**config.mk**
```make
export PLATFORM = sky130hd
export DESIGN_NAME = mod179_recon
export DESIGN_NICKNAME = d
export VERILOG_FILES = /design/src/rtl/mod179_recon.sv
export SDC_FILE = /design/constraint.sdc
export NUM_CORES = 1
export LEC_CHECK = 0
export ABC_CLOCK_PERIOD_IN_PS = 2300
export CAP_MARGIN = 20
export CORE_ASPECT_RATIO = 0.8
export CORE_UTILIZATION = 51
export DETAILED_ROUTE_END_ITERATION = 10
export PLACE_DENSITY_LB_ADDON = 0.2
export SLEW_MARGIN = 20
export SYNTH_ARGS = -nofsm -noshare
export SYNTH_HDL_FRONTEND = slang
export SYNTH_SLANG_ARGS = --single-unit
export TNS_END_PERCENT = 50
```
**constraint.sdc**
```tcl
create_clock -name clk -period 2.3 [get_ports clk]
set_clock_uncertainty 0.15 [all_clocks]
set_input_delay 0.345 -clock clk [delete_from_list [all_inputs] [get_ports clk]]
set_output_delay 0.345 -clock clk [all_outputs]
set_load 0.02 [all_outputs]
```
**src/rtl/mod179_recon.sv**
```systemverilog
// Rebuilds x = q*MODULUS + r from a quotient/residue pair using a sequential
// shift-add multiplier with a start/done handshake and fixed QW-cycle latency.
module mod179_recon #(
    parameter int MODULUS = 179,
    parameter int QW      = 9,
    parameter int RW      = 8,
    parameter int XW      = 16
) (
    input  logic          clk,
    input  logic          reset,
    input  logic [QW-1:0] q,
    input  logic [RW-1:0] r,
    input  logic          start,
    output logic          done,
    output logic [XW-1:0] x,
    output logic          ovf,
    output logic          err
);

    localparam int CW = $clog2(QW + 1);

    typedef enum logic [1:0] {
        IDLE,
        MUL,
        FIN
    } state_t;

    state_t          r_state;
    state_t          w_next;
    logic [QW-1:0]   r_qreg;
    logic [XW:0]     r_acc;
    logic [XW:0]     r_mreg;
    logic [CW-1:0]   r_cnt;
    logic            r_err_l;
    logic [XW:0]     w_acc_sum;
    logic            w_last;

    assign w_last    = (r_cnt == CW'(QW - 1));
    assign w_acc_sum = r_qreg[0] ? (r_acc + r_mreg) : r_acc;

    always_ff @(posedge clk or negedge reset) begin
        if (!reset) begin
            r_state <= IDLE;
        end else begin
            r_state <= w_next;
        end
    end

    always_comb begin
        w_next = r_state;
        unique case (r_state)
            IDLE:    if (start) w_next = MUL;
            MUL:     if (w_last) w_next = FIN;
            FIN:     w_next = IDLE;
            default: w_next = IDLE;
        endcase
    end

    always_comb begin
        done = (r_state == FIN);
    end

    // Results are captured from the final accumulate so they are valid during FIN.
    always_ff @(posedge clk or negedge reset) begin
        if (!reset) begin
            r_qreg  <= '0;
            r_acc   <= '0;
            r_mreg  <= '0;
            r_cnt   <= '0;
            r_err_l <= 1'b0;
            x       <= '0;
            ovf     <= 1'b0;
            err     <= 1'b0;
        end else begin
            unique case (r_state)
                IDLE: begin
                    if (start) begin
                        r_qreg  <= q;
                        r_acc   <= {{(XW + 1 - RW){1'b0}}, r};
                        r_mreg  <= (XW + 1)'(MODULUS);
                        r_cnt   <= '0;
                        r_err_l <= (r >= RW'(MODULUS));
                    end
                end
                MUL: begin
                    r_acc  <= w_acc_sum;
                    r_qreg <= r_qreg >> 1;
                    r_mreg <= r_mreg << 1;
                    r_cnt  <= r_cnt + 1'b1;
                    if (w_last) begin
                        x   <= w_acc_sum[XW-1:0];
                        ovf <= w_acc_sum[XW];
                        err <= r_err_l;
                    end
                end
                default: ;
            endcase
        end
    end

endmodule

```
==> summary.md <==
| Metric | Value |
|---|---|
| Status | complete, but fails checks |
| Violations in the final reports | setup timing |
| Critical Path Sink Type | register |
| Cell count after placement | 562 |
| Achievable Freq | 398.1 MHz |
| Slowest cell on the critical path | dfrtp_1 |
| Antenna violation net count after detailed routing | 0 |
| Source-to-sink clock delay at the later pin of the worst-skew pair | 350 ps |
| Max Buffers Root-to-Sink | 2 |
| Final sum of negative setup slack | -1414 ps |
| Synth cell types | 50 |
| Layout Cell Area excl Fill | 4975 um2 |
| Data arrival time of the critical path | 2590 ps |
| Final Critical Period | 2512 ps |
| Clock tree from TritonCTS | built |
| Buffers added on ports | 38 |
| Total length of routed wires | 9.446 mm |
| Global-route wire length before repair | 15.65 mm |
| R2r startpoint | r_mreg[0]$_DFFE_PN0P_ |
| Number of search-and-repair iterations in the first detailed-routing pass | 5 |
| Clock transition time at the flip-flop clock pins of the worst setup and hold paths | 80 ps |
| Starting utilization of the core area | 53.34% |
| Headroom to the max-slew limit | 67.57% |
| Vias/cell | 5.576 |
| Fin worst setup slack | -212.1 ps |
| Count of pins over their slew limit | 0 |
| Area after DPL | 4557 um2 |
| Required @ worst endpoint | 2380 ps |
| Slew of the pin with the lowest slew margin | 486.5 ps |
| Cells after synthesis | 401 |
| Routability congestion estimate | 0.9091 |
| Setup crit start kind | register |
| Count of non-filler cells in the finished layout | 589 |
| Timing startpoint of the critical path | r_mreg[0]$_DFFE_PN0P_ |
| DR DRC count | 0 |
| Async set-reset flop share out of synthesis | 100.0% |
| Number of violations reported at the end of detailed-routing iteration 0 | 186 |
| Type of the tightest min-delay check | register to register |
| Grt ovf | 0 |
| Maximum capacitance violations | 0 |
| Setup violation total in the final timing report | 11 |
| Pin count of the biggest net entering global routing | 31 |
| Total die area | 7626 um2 |
| Critical path class | register to register |
| Total standard cell area after synthesis | 3712 um2 |
| Global-route usage over all layers | 26.27% |
| Fillcell total | 525 |
| TritonCTS sink count | 68 |
| Total via count in the routed design | 3284 |
| NumNets Final | 536 |
| Launch instance of the worst min-delay path | r_err_l$_DFFE_PN0P_ |
| Static power due to leakage | 2.284 nW |
| Worst hold slack after final layout | 325.3 ps |
| Ports | 39 |
| Footprint of the flip-flops and latches | 1702 um2 |
| Worst vdd rail ir drop | 1.005 mV |
| Cell Pwr Density | 1779 nW/um2 |
| Routed wirelength normalized by instance count | 16.04 um |
| Number of nets produced by synthesis | 440 |
| Mean Syn Cell Area | 9.258 um2 |
| Final core utilization | 71.49% |
| Num rows | 27 |
| Combined area of the multi-input logic cells | 1993 um2 |
| Clk Tree Root Cell | clkbuf_8 |
| Predominant post-synthesis flop cell | dfrtp_1 |
| Unrepaired setup endpoints after global routing | yes |
| Register bit total from synthesis | 68 |
| Area added between synthesis and finish | 34.01% |
| Largest incremental delay on the critical path | 400 ps |
| Share of the clock period used by the worst path | 109.2% |
| Count of inserted antenna diode cells | 0 |
| Chip Height | 78.31 um |
| Number of antenna violations at the first check in global routing | 0 |
| Ordered list of cells on the worst path | ha_2, fa_2, a211oi_2, o21ai_2, o31a_4, buf_4, a31oi_4, xnor2_2, mux2i_1, o21ai_1 |
| Total clock buffers created by CTS | 9 |
| Largest fanout on the critical path | 3 |
| Core area | 6959 um2 |
| Via count of the first global-routing pass | 3295 |
| Yosys warning count | 0 |
| Htree depth | 3 |
| Final HPWL DP | 6.690 mm |
| Total count of hold-check failures in the final report | 0 |
| Horiz. Die Dim | 97.39 um |
| Sequential-to-total area share from yosys stat | 45.84% |
| Layout cells sized above 1 | 23.11% |
| Count of flip-flops with a built-in enable after synthesis | 0 |
[area by class of cell]
class | instances | area share, %
Inverter | 6 | 0.4527
Timing Repair Buffer | 108 | 18.56
Multi-Input combinational cell | 304 | 40.07
Tap cell | 87 | 2.188
Clock buffer | 11 | 2.842
Clock inverter | 5 | 1.685
Sequential cell | 68 | 34.21
[registers in the layout (all words and copies together) (netlist names)]
| signal | cells |
|---|---|
| x | 16 |
| r_err_l | 1 |
| ovf | 1 |
| r_acc | 17 |
| r_state | 2 |
| err | 1 |
| r_qreg | 9 |
| r_cnt | 4 |
| r_mreg | 17 |
[power breakdown]
| part | internal, W | switching (W) |
|---|---|---|
| Sequential | 0.00178 | 0.000423 |
| Clock | 0.000645 | 0.000486 |
| Combinational | 0.00272 | 0.00280 |
| Total | 0.00514 | 0.00371 |
[cells in the final DEF (no fill, tap or decap), drive strengths merged, types with 3 or more instances in the layout]
cell,count
o22ai,9
dfrtp,68
mux2i,12
clkdlybuf4s50,37
ha,18
clkbuf,11
a21oi,22
a22oi,4
xor2,3
nor3b,5
nand2,80
nor2,32
nand3b,3
xnor2,13
nor2b,4
a211oi,3
buf,70
nand4,3
a22o,3
and2,4
nand3,13
nor3,3
o21ai,43
inv,7
[repair_timing]
| item | CTS | global route |
|---|---|---|
| hold endpoints to repair | 17 | 0 |
| hold buffers | 1 | 0 |
| endpoints found under the setup margin | 19 | 23 |
| pin swaps | 10 | 9 |
| resized for setup | 7 | 13 |
| setup buffers | 8 | 2 |
[worst max-delay path: cells and delay by family, from the launching register on]
kind	cells	cell delay [ps]
flops	1	400
xor+xnor	1	90
buf+inv	1	150
mux	1	170
compound gates	5	860
fa+ha+maj	2	570
[final timing paths]
path	to	slack [ps]	depth (start not counted)
setup / recovery	x[12]$_DFFE_PN0P_	-210	10
setup reg to reg	x[12]$_DFFE_PN0P_	-210	10
min in group asynchronous	x[6]$_DFFE_PN0P_	340	2
max in group asynchronous	r_acc[13]$_DFFE_PN0P_	1090	3
hold / removal	err$_DFFE_PN0P_	330	2
hold reg to reg	err$_DFFE_PN0P_	330	2
[routing by layer]
metal	track usage, %	wire length, um	vias up
met3	5.254	500	10
met1	34.95	4271	1596
met5	0	0	-
met2	43.08	4578	87
li1	-	-	1591
met4	9.118	96	0
[cells in the mapped netlist, types with 4 or more instances]
master    number  share of area [%]
nand2_1       78                7.9
dfrtp_1       68                 46
nor2_1        32                3.2
o21ai_0       30                4.0
a21oi_1       20                2.7
ha_1          18                6.1
clkbuf_1      17                1.7
nand3_1       13                1.8
xnor2_1       13                3.1
mux2i_1       12                3.2
o21ai_1       10                1.3
o22ai_1        9                1.5
inv_1          6               0.61
buf_2          5               0.67
nor3b_1        5                1.0
a22oi_1        4               0.81
and2_1         4               0.67
[stage by stage]
step           total power (W)  setup WS (ps)
6_report              0.008852         -212.1
5_1_grt               0.009490         -301.5
4_1_cts               0.008590         -199.7
3_5_place_dp          0.007182         -234.0
3_3_place_gp          0.007029         -185.2
2_1_floorplan         0.005277         -132.8
[cells by family after synthesis]
kind of cell	count (synthesis)	share of synthesized area (%)
flip-flops	68	45.84
XOR/XNOR	16	3.775
AO/OA/AOI/OAI	102	18.17
adder cells (fa/ha/maj)	19	6.606
AND/OR/NAND/NOR	153	18.27
buffers and inverters	29	3.303
multiplexers	14	4.045
Power figures use the tool's default switching activity.
